===== src/rtl/rvsteel_reset_sequencer_pkg.sv =====
// Shared types and helpers for the board reset/halt sequencer.
package rvsteel_reset_sequencer_pkg;

  // Sequencer states: holding the SoC in reset for a fixed window, letting it
  // run, or waiting for the reset button to be released.
  typedef enum logic [1:0] {
    SEQ_HOLD    = 2'd0,
    SEQ_RUN     = 2'd1,
    SEQ_PRESSED = 2'd2
  } seq_state_e;

  // Counter width that can hold the value n without wrapping.
  function automatic int unsigned cnt_width(input int unsigned n);
    return (n < 1) ? 1 : $clog2(n + 1);
  endfunction

endpackage


===== src/rtl/rvsteel_reset_sequencer_debouncer.sv =====
// Two-flop synchroniser followed by a stability-count debouncer for one
// raw pushbutton. The debounced level only follows the synchronised level
// once it has differed for DEBOUNCE_CYCLES consecutive cycles.
module rvsteel_debouncer
  import rvsteel_reset_sequencer_pkg::*;
#(
  parameter int DEBOUNCE_CYCLES = 500000
) (
  input  logic clock,
  input  logic reset,
  input  logic button_raw,
  output logic button_debounced
);

  localparam int unsigned CNT_W = cnt_width(DEBOUNCE_CYCLES);
  localparam logic [CNT_W-1:0] CNT_LAST = CNT_W'(DEBOUNCE_CYCLES - 1);

  logic [1:0]       sync_q, sync_d;
  logic             deb_q, deb_d;
  logic [CNT_W-1:0] cnt_q, cnt_d;
  logic             sync_level;

  assign sync_level = sync_q[1];

  // Shift the raw pin into the synchroniser and count how long the
  // synchronised level has disagreed with the debounced level.
  always_comb begin
    sync_d = {sync_q[0], button_raw};
    deb_d  = deb_q;
    cnt_d  = '0;
    if (sync_level != deb_q) begin
      if (cnt_q == CNT_LAST) begin
        deb_d = sync_level;
      end else begin
        cnt_d = cnt_q + CNT_W'(1);
      end
    end
  end

  // State registers; reset discards all debounce history.
  always_ff @(posedge clock) begin
    if (reset) begin
      sync_q <= '0;
      deb_q  <= 1'b0;
      cnt_q  <= '0;
    end else begin
      sync_q <= sync_d;
      deb_q  <= deb_d;
      cnt_q  <= cnt_d;
    end
  end

  assign button_debounced = deb_q;

endmodule


===== src/rtl/rvsteel_reset_sequencer.sv =====
// Board-level sequencer between the pushbuttons and rvsteel_soc: debounces
// the reset and halt buttons, stretches SoC reset over a hold window and
// toggles SoC halt on each debounced halt press while the SoC runs.
module rvsteel_reset_sequencer
  import rvsteel_reset_sequencer_pkg::*;
#(
  parameter int DEBOUNCE_CYCLES   = 500000,
  parameter int RESET_HOLD_CYCLES = 16
) (
  input  logic clock,
  input  logic reset,
  input  logic reset_button,
  input  logic halt_button,
  output logic soc_reset,
  output logic soc_halt,
  output logic soc_running
);

  localparam int unsigned HOLD_W = cnt_width(RESET_HOLD_CYCLES);
  localparam logic [HOLD_W-1:0] HOLD_LAST = HOLD_W'(RESET_HOLD_CYCLES - 1);

  logic deb_reset;
  logic deb_halt;
  logic halt_press;

  seq_state_e        state_q, state_d;
  logic [HOLD_W-1:0] hold_cnt_q, hold_cnt_d;
  logic              halt_prev_q, halt_prev_d;
  logic              soc_reset_q, soc_reset_d;
  logic              soc_halt_q, soc_halt_d;
  logic              soc_running_q, soc_running_d;

  rvsteel_debouncer #(
    .DEBOUNCE_CYCLES(DEBOUNCE_CYCLES)
  ) u_reset_debouncer (
    .clock           (clock),
    .reset           (reset),
    .button_raw      (reset_button),
    .button_debounced(deb_reset)
  );

  rvsteel_debouncer #(
    .DEBOUNCE_CYCLES(DEBOUNCE_CYCLES)
  ) u_halt_debouncer (
    .clock           (clock),
    .reset           (reset),
    .button_raw      (halt_button),
    .button_debounced(deb_halt)
  );

  assign halt_press = deb_halt & ~halt_prev_q;

  // Next-state and next-output logic; outputs are derived from the next
  // state so they change in the same cycle as the state register.
  always_comb begin
    state_d     = state_q;
    hold_cnt_d  = hold_cnt_q;
    halt_prev_d = deb_halt;
    soc_halt_d  = soc_halt_q;
    case (state_q)
      SEQ_HOLD: begin
        if (hold_cnt_q == HOLD_LAST) begin
          hold_cnt_d = '0;
          state_d    = deb_reset ? SEQ_PRESSED : SEQ_RUN;
        end else begin
          hold_cnt_d = hold_cnt_q + HOLD_W'(1);
        end
      end
      SEQ_RUN: begin
        if (deb_reset) begin
          state_d = SEQ_PRESSED;
        end else if (halt_press) begin
          soc_halt_d = ~soc_halt_q;
        end
      end
      SEQ_PRESSED: begin
        if (!deb_reset) begin
          state_d    = SEQ_HOLD;
          hold_cnt_d = '0;
        end
      end
      default: begin
        state_d    = SEQ_HOLD;
        hold_cnt_d = '0;
      end
    endcase
    soc_reset_d   = (state_d != SEQ_RUN);
    soc_running_d = (state_d == SEQ_RUN);
    if (state_d != SEQ_RUN) begin
      soc_halt_d = 1'b0;
    end
  end

  // Single register bank for the FSM, its counter and the registered outputs.
  always_ff @(posedge clock) begin
    if (reset) begin
      state_q       <= SEQ_HOLD;
      hold_cnt_q    <= '0;
      halt_prev_q   <= 1'b0;
      soc_reset_q   <= 1'b1;
      soc_halt_q    <= 1'b0;
      soc_running_q <= 1'b0;
    end else begin
      state_q       <= state_d;
      hold_cnt_q    <= hold_cnt_d;
      halt_prev_q   <= halt_prev_d;
      soc_reset_q   <= soc_reset_d;
      soc_halt_q    <= soc_halt_d;
      soc_running_q <= soc_running_d;
    end
  end

  assign soc_reset   = soc_reset_q;
  assign soc_halt    = soc_halt_q;
  assign soc_running = soc_running_q;

endmodule


===== config.mk =====
export PLATFORM = sky130hd
export DESIGN_NAME = rvsteel_reset_sequencer
export DESIGN_NICKNAME = d
export VERILOG_FILES = /design/src/rtl/rvsteel_reset_sequencer_pkg.sv /design/src/rtl/rvsteel_reset_sequencer_debouncer.sv /design/src/rtl/rvsteel_reset_sequencer.sv
export SDC_FILE = /design/constraint.sdc
export NUM_CORES = 1
export LEC_CHECK = 0
export CORE_AREA = 2 2 77 72
export DETAILED_ROUTE_END_ITERATION = 10
export DIE_AREA = 0 0 79 74
export DONT_BUFFER_PORTS = 1
export GPL_TIMING_DRIVEN = 1
export PLACE_DENSITY = 0.66
export SLEW_MARGIN = 20
export SYNTH_ARGS = -nofsm -noshare
export SYNTH_HDL_FRONTEND = slang
export SYNTH_HIERARCHICAL = 1
export SYNTH_SLANG_ARGS = --single-unit

===== constraint.sdc =====
create_clock -name clock -period 2 [get_ports clock]
set_clock_uncertainty 0.15 [all_clocks]
set_input_delay 0.3 -clock clock [delete_from_list [all_inputs] [get_ports clock]]
set_output_delay 0.3 -clock clock [all_outputs]
set_load 0.05 [all_outputs]

==> results of run 1 <==
## registers in the layout (all words and copies together) (netlist names)
signal / count
soc_halt: 1
u_reset_debouncer/cnt_q: 19
halt_prev_q: 1
soc_reset: 1
u_halt_debouncer/cnt_q: 19
state_q: 2
u_halt_debouncer/button_debounced: 1
u_reset_debouncer/button_debounced: 1
u_halt_debouncer/sync_q: 2
hold_cnt_q: 5
u_reset_debouncer/sync_q: 2
soc_running: 1
## path summary, 6_finish.rpt
path                                          startpoint                                      to
hold reg to reg   u_reset_debouncer/sync_q[0]$_SDFF_PP0_  u_reset_debouncer/sync_q[1]$_SDFF_PP0_
setup reg to reg  u_reset_debouncer/cnt_q[12]$_SDFF_PP0_   u_reset_debouncer/cnt_q[5]$_SDFF_PP0_
hold / removal                                     reset              hold_cnt_q[4]$_SDFFE_PP0P_
setup / recovery  u_reset_debouncer/cnt_q[12]$_SDFF_PP0_   u_reset_debouncer/cnt_q[5]$_SDFF_PP0_
## cell families after synthesis
kind of cell | Yosys count | share of synthesized area, %
multiplexers | 2 | 0.818
adder cells (fa/ha/maj) | 3 | 1.53
buffers and inverters | 11 | 2.15
AO/OA/AOI/OAI | 31 | 7.67
AND/OR/NAND/NOR | 138 | 32.4
XOR/XNOR | 29 | 10.4
flip-flops | 55 | 45.0
## cell usage after synthesis (3+ instances only)
cell,count
nor4_1,6
ha_1,3
nand2b_1,4
dfxtp_1,55
nor2_1,37
buf_2,3
inv_1,7
nand2_1,8
o21ai_0,8
nand4_1,13
nand3_1,21
nor3_1,6
xnor2_1,16
xor2_1,13
nor2b_1,5
a21oi_1,11
or3_1,4
and2_1,4
or4_1,5
and4_1,4
## report_power, final
part / internal (mW) / switching (mW) / total (mW)
registers: 1.10 / 0.00809 / 1.11
clock network: 0.412 / 0.364 / 0.776
logic: 0.0275 / 0.0248 / 0.0523
total: 1.54 / 0.397 / 1.94
## stage by stage
| stage | cell area (µm²) | setup TNS, ns | setup WS (ns) |
|---|---|---|---|
| finish | 3030 | -1.80 | -0.124 |
| global route | 3030 | -3.62 | -0.161 |
| CTS | 2910 | -0.239 | -0.119 |
| detailed placement | 2740 | -0.322 | -0.0907 |
| global placement | 2740 | -0.136 | -0.0722 |
| floorplan | 2450 | -1.09 | -0.0709 |
## per-layer routing
layer  up-vias  track usage, %
li1       1038               -
met1       931            23.9
met2        37            28.3
met3         7            3.28
met4         0            5.75
met5         -               0
## repair_timing
action,CTS,global route
endpoints found under the setup margin,19,34
gates cloned,0,1
gates resized for setup,2,26
pin swaps,0,9
hold buffers,4,1
buffers inserted,0,0
hold endpoints to repair,12,1
## final cells by class
type                            count  area share [%]
Clock inverter                      2            1.28
Tap cell                           67            2.76
Inverter                            7           0.866
Clock buffer                        6            2.72
Sequential cell                    55            36.5
Timing Repair Buffer               34            10.4
Multi-Input combinational cell    203            45.5
==> flow_summary.yaml, run 1 <==
placement:
  place.gp.congestion: 0.857
  place.port_buffers: 0
  dp_cells: 360
  place_hpwl_um: 3310
flow_run:
  max_cap_viol_count: 0
yosys:
  synth-warning-count: 6
  synth-edff-count: 0
  async_flop_share_pct: 0
  syn_nets: 276
  synth_top_area_share_pct: 45.0
  synthTopCellsByArea: "dfxtp_1, xnor2_1, nor2_1"
  ys_ff_latch: 55
  netlist_instances: 269
  syn_area_um2: 2450
  synth_cell_types: 42
  synth_seq_area_share_pct: 45.0
  synth_top_area_cell: "dfxtp_1"
  syn_avg_cell_area_um2: 9.09
  ys.flop_type: "dfxtp_1"
route:
  via_count: 2013
  met3_length_um: 180
  ant_nets: 0
  drt_wl_total_um: 4990
  wl_per_cell_um: 13.3
  drtPass1Iterations: 4
  wirelength_met1_um: 2450
  top_layer: "met4"
  drc: 0
  drt_iter0_markers: 104
  dr_wl_met2_um: 2290
  viasPerCell: 5.38
sta:
  whs_ns: 0.0450
  fmax_ghz: 0.471
  hold_viol: 0
  setup_viol: 19
  final_max_slew_viol_count: 0
  postLayoutSetupSlackWorst_ns: -0.124
  period_minus_slack_ns: 2.12
  slew_headroom_pct: 65.2
  rsz0062_at_grt: "yes"
  worstMarginPinSlew_ns: 0.521
  period_share_pct: 106
setup_path:
  path_cells: "or4_1 > or4_4 > o21bai_4 > clkbuf_16 > nor2_1"
  cp-start-kind: "flip-flop"
  crit_required_ns: 2.06
  cpLargestDelayFamily: "simple AND/OR/NAND/NOR gates"
  crit_cells: 5
  reg2reg_slack_ns: -0.12
  cp.buffers_inverters: 1
  r2r_cells: 5
  critPathMaxFanout: 7
  slowest_stage: "or4_4"
  arrival_ns: 2.18
  path_class: "reg2reg"
  endpoint_kind: "flip-flop"
  cp_slowest_stage_delay_ns: 0.52
worst_hold_path:
  hold_depth: 1
  hold_class: "in2reg"
cts:
  htree_levels: 2
  clockRootBuffer: "clkbuf_8"
  cts_tree: "done"
  clockBufferDepth: 2
  clk_pin_slew_ns: 0.10
  numCtsBuffers: 5
  clk_latency_ns: 0.31
  cts_sinks: 55
grt:
  grt_max_degree: 18
  grt_pass1_vias: 1829
  grt.overflow.total: 0
  grt_usage_pct: 17.5
  antenna_found_initial: 0
  grt_pass1_wl_um: 8170
power:
  power.total_mw: 1.94
  p_per_area_nw_per_um2: 640
  max-vdd-ir-drop_mv: 0.455
  cellLeakagePower_nw: 0.985
cells_and_area:
  utilization_pct: 59.9
  multi_input_area_um2: 1380
  fin_cells: 374
  nFillCells: 442
  layout_commonest_cell: "dfxtp_1"
  syn_to_final_growth_pct: 24.0
  nets: 313
  n_antenna_cell: 0
  regArea_um2: 1110
  drive_above_1_share_pct: 21.8
  final_cell_mix: "dfxtp_1, nor2_1, buf_4, nand3_1, xnor2_1"
outcome:
  violations: "negative setup slack"
  status: "finished with violations"
floorplan:
  start_util_pct: 48.3
  dieArea_um2: 5850
  core_um2: 5070
  rows: 25
  io_pins: 7
  die_h_um: 74
  die_w_um: 79
Power figures use the tool's default switching activity.
==> inputs of run 2 (changes only) <==
CORE_AREA = 2 2 66 84   (was 2 2 77 72)
DIE_AREA = 0 0 68 86   (was 0 0 79 74)
REMOVE_ABC_BUFFERS = 1   (was not set)
==> flow_summary.yaml, run 2 (same netlist as run 1, synthesis figures left out) <==
outcome:
  status: "finished with violations"
  violations: "negative setup slack"
sta:
  slew_headroom_pct: 65.1
  worstMarginPinSlew_ns: 0.522
  period_share_pct: 106
  setup_viol: 20
  fmax_ghz: 0.473
  final_max_slew_viol_count: 0
  rsz0062_at_grt: "yes"
  hold_viol: 0
  period_minus_slack_ns: 2.12
  postLayoutSetupSlackWorst_ns: -0.116
  fin_setup_tns_ns: -1.43
grt:
  grt_pass1_wl_um: 8040
  antenna_found_initial: 0
  grt_usage_pct: 17.9
  grt_max_degree: 19
  grt.overflow.total: 0
  grt_pass1_vias: 1878
setup_path:
  cp-start-kind: "flip-flop"
  crit_required_ns: 2.10
  slowest_stage: "or4_4"
  endpoint_kind: "flip-flop"
  path_cells: "or4_4 > or4_4 > or4b_1 > o21ai_1"
  cp.buffers_inverters: 0
  critPathMaxFanout: 3
  cp_common_cell: "or4_4"
  arrival_ns: 2.22
  path_class: "reg2reg"
  cpLargestDelayFamily: "simple AND/OR/NAND/NOR gates"
  cp_slowest_stage_delay_ns: 0.51
route:
  viasPerCell: 5.48
  wl_per_cell_um: 13.0
  drtPass1Iterations: 4
  via_count: 2006
  drt_iter0_markers: 108
  drt_wl_total_um: 4760
  ant_nets: 0
  drc: 0
cts:
  clockBufferDepth: 2
  numCtsBuffers: 5
  clockRootBuffer: "clkbuf_8"
  clk_pin_slew_ns: 0.10
  htree_levels: 2
  clk_latency_ns: 0.31
  cts_tree: "done"
  cts_sinks: 55
floorplan:
  die_h_um: 86
  start_util_pct: 48.9
  io_pins: 7
  rows: 29
  core_um2: 5010
  die_w_um: 68
  dieArea_um2: 5850
placement:
  place_hpwl_um: 3470
  place.gp.congestion: 0.811
  place_ws_ns: -0.0960
  placed_cell_area_um2: 2710
  place.port_buffers: 0
cells_and_area:
  nets: 310
  stdcell_area_um2: 2900
  n_antenna_cell: 0
  layout_commonest_cell: "dfxtp_1"
  utilization_pct: 57.9
  final_cell_mix: "dfxtp_1, nor2_1, buf_4, nand3_1, xnor2_1"
  reg_top3: "u_halt_debouncer/cnt_q (19), u_reset_debouncer/cnt_q (19), hold_cnt_q (5)"
  drive_above_1_share_pct: 18.8
  syn_to_final_growth_pct: 18.6
power:
  cellLeakagePower_nw: 0.944
  max-vdd-ir-drop_mv: 0.416
  p_per_area_nw_per_um2: 630
worst_hold_path:
  hold_class: "in2reg"
flow_run:
  max_cap_viol_count: 0
-- run 2: cell count changes in the layout (fill, tap and decap cells not counted), sizes merged --
cell | before | now
dlygate4sd3 | 5 | 3
clkbuf | 7 | 6
bufinv | 1 | 0
clkinv | 0 | 1
-- run 2: per-stage QoR --
stage / std cells / hold slack, ns / power [mW]
detailed placement: 354 / 0.223 / 1.17
global placement: 354 / 0.221 / 1.17
finish: 366 / 0.0411 / 1.83
global route: 366 / 0.0229 / 1.90
CTS: 365 / 0.0293 / 1.85
floorplan: 265 / 0.219 / 1.16
-- run 2: metal layers --
layer | up-vias | wire length (µm) | GRT usage, %
met5 | - | 0 | 0
met3 | 5 | 91 | 3.54
met2 | 25 | 2530 | 32.5
met4 | 0 | 60 | 7.45
met1 | 942 | 2080 | 19.7
li1 | 1034 | - | -
-- run 2: final timing paths --
path | cells after the start | from | slack [ns] | to
setup / recovery | 4 | u_halt_debouncer/cnt_q[12]$_SDFF_PP0_ | -0.12 | u_halt_debouncer/button_debounced$_SDFFE_PP0P_
hold / removal | 1 | reset | 0.04 | hold_cnt_q[4]$_SDFFE_PP0P_
setup reg to reg | 4 | u_halt_debouncer/cnt_q[12]$_SDFF_PP0_ | -0.12 | u_halt_debouncer/button_debounced$_SDFFE_PP0P_
hold reg to reg | 1 | u_reset_debouncer/sync_q[0]$_SDFF_PP0_ | 0.30 | u_reset_debouncer/sync_q[1]$_SDFF_PP0_
-- run 2: worst register-to-register path, cell delays in order, from the launching register on --
cell and delay, ns:
dfxtp_2 0.33, or4_4 0.51, or4_4 0.51, or4b_1 0.48, o21ai_1 0.08
-- run 2: final cells by class --
cell class              count  area [µm²]
repair buffers             31         268
clock buffers               6        82.6
fillers                   474        2110
multi-input cells         203        1320
well taps                  62        77.6
flip-flops and latches     55        1110
clock inverters             2        20.0
inverters                   7        26.3
-- run 2: where the power goes --
group / switching [mW] / internal (mW) / leakage, nW
registers: 0.00721 / 1.10 / 0.447
logic: 0.0200 / 0.0220 / 0.445
clock network: 0.380 / 0.293 / 0.0533
-- run 2: repair_timing --
action,in CTS,in global routing
pin swaps,0,1
endpoints found under the hold margin,13,0
cloned,0,0
endpoints found under the setup margin,26,34
hold buffers,3,0
resized for setup,2,13
setup buffers,0,1
==> inputs of run 3 (changes only) <==
CORE_AREA = 2 2 73 93   (was 2 2 66 84)
DIE_AREA = 0 0 75 95   (was 0 0 68 86)
PLACE_DENSITY = not set   (was 0.66)
==> flow_summary.yaml, run 3 (same netlist as run 1, synthesis figures left out) <==
route:
  via_count: 1934
  ant_nets: 0
  wl_per_cell_um: 12.2
  drt_iter0_markers: 86
  drc: 0
  drtPass1Iterations: 4
  drt_wl_total_um: 4740
  viasPerCell: 4.98
sta:
  hold_viol: 0
  fmax_ghz: 0.468
  rsz0062_at_grt: "yes"
  worstMarginPinSlew_ns: 0.522
  period_minus_slack_ns: 2.14
  period_share_pct: 107
  slew_headroom_pct: 65.1
  final_max_slew_viol_count: 0
  setup_viol: 18
  postLayoutSetupSlackWorst_ns: -0.136
placement:
  dp_cells: 375
  place.gp.congestion: 0.778
  place.port_buffers: 0
  place_hpwl_um: 3330
outcome:
  violations: "negative setup slack"
  status: "finished with violations"
grt:
  grt_pass1_vias: 1809
  grt_usage_pct: 14.3
  grt_pass1_wl_um: 8000
  antenna_found_initial: 0
  grt_max_degree: 19
  grt.overflow.total: 0
setup_path:
  crit_required_ns: 2.11
  critPathMaxFanout: 3
  r2r_start: "u_halt_debouncer/cnt_q[12]$_SDFF_PP0_"
  endpoint_kind: "flip-flop"
  r2r_cells: 4
  cp-start-kind: "flip-flop"
  cp-startpoint: "u_halt_debouncer/cnt_q[12]$_SDFF_PP0_"
  reg2reg_slack_ns: -0.14
  crit_end: "u_halt_debouncer/button_debounced$_SDFFE_PP0P_"
  arrival_ns: 2.24
  path_class: "reg2reg"
  rr_endpoint: "u_halt_debouncer/button_debounced$_SDFFE_PP0P_"
power:
  max-vdd-ir-drop_mv: 0.591
  power.total_mw: 1.83
  p_per_area_nw_per_um2: 626
  cellLeakagePower_nw: 0.943
worst_hold_path:
  hold_class: "in2reg"
cells_and_area:
  layout_commonest_cell: "dfxtp_1"
  syn_to_final_growth_pct: 19.1
  final_cell_mix: "dfxtp_1, nor2_1, buf_4, nand3_1, xnor2_1"
  reg_top3: "u_halt_debouncer/cnt_q (19), u_reset_debouncer/cnt_q (19), hold_cnt_q (5)"
  drive_above_1_share_pct: 15.9
  fin_cells: 388
  nets: 307
  n_antenna_cell: 0
floorplan:
  start_util_pct: 38.7
  core_um2: 6320
  dieArea_um2: 7130
  io_pins: 7
  die_w_um: 75
  rows: 33
  die_h_um: 95
cts:
  clockBufferDepth: 2
  clockRootBuffer: "clkbuf_8"
  numCtsBuffers: 5
  cts_sinks: 55
  htree_levels: 2
  clk_latency_ns: 0.31
  cts_tree: "done"
  clk_pin_slew_ns: 0.11
flow_run:
  max_cap_viol_count: 0
==> run 3: where the power goes <==
| group | total, mW | internal (mW) | switching [mW] | leakage, nW |
|---|---|---|---|---|
| sequential | 1.11 | 1.10 | 0.00721 | 0.446 |
| clock | 0.669 | 0.293 | 0.377 | 0.0533 |
| combinational | 0.0443 | 0.0242 | 0.0201 | 0.444 |
| total | 1.83 | 1.42 | 0.404 | 0.943 |
==> run 3: worst min-delay path by stage <==
stage	cells after the start	startpoint	endpoint
global route	1	reset	hold_cnt_q[4]$_SDFFE_PP0P_
detailed placement	1	reset	hold_cnt_q[3]$_SDFFE_PP0P_
floorplan	1	reset	hold_cnt_q[1]$_SDFFE_PP0P_
CTS	1	reset	hold_cnt_q[4]$_SDFFE_PP0P_
global placement	1	reset	hold_cnt_q[3]$_SDFFE_PP0P_
finish	1	reset	hold_cnt_q[4]$_SDFFE_PP0P_
==> run 3: what timing repair did <==
item | in CTS | in global routing
hold endpoints to repair | 13 | 0
buffers inserted | 1 | 0
endpoints found under the setup margin | 28 | 34
gates cloned | 0 | 1
hold buffers | 3 | 0
resized for setup | 3 | 3
==> run 3: layout make-up <==
cell class / instances / area [µm²]
well taps: 87 / 109
repair buffers: 28 / 260
flip-flops and latches: 55 / 1100
fillers: 624 / 3400
inverters: 7 / 26.3
clock buffers: 6 / 82.6
clock inverters: 2 / 20.0
multi-input cells: 203 / 1310
==> run 3: layer usage <==
layer / routed length [µm] / vias up / global-route usage, %
met2: 2440 / 12 / 25.9
met5: 0 / - / 0
met3: 76 / 5 / 2.88
met4: 57 / 0 / 4.02
li1: - / 1022 / -
met1: 2160 / 895 / 16.7
==> run 3: stage by stage <==
stage | TNS [ns] | cell area [µm²] | hold slack [ns] | util (%) | worst slack [ns]
floorplan | -2.50 | 2420 | 0.219 | - | -0.0798
global placement | -0.188 | 2730 | 0.222 | 43.2 | -0.108
detailed placement | -0.428 | 2730 | 0.223 | 43.2 | -0.126
CTS | -0.425 | 2870 | 0.0305 | 45.4 | -0.127
global route | -2.21 | 2910 | 0.0241 | 46.1 | -0.182
finish | -0.962 | 2910 | 0.0431 | 46.1 | -0.136
==> run 3: critical path: stages, from the launching register on <==
cell     delay (ns)
dfxtp_1        0.32
or4_4          0.52
or4_4          0.53
or4b_1         0.47
o21ai_1        0.08
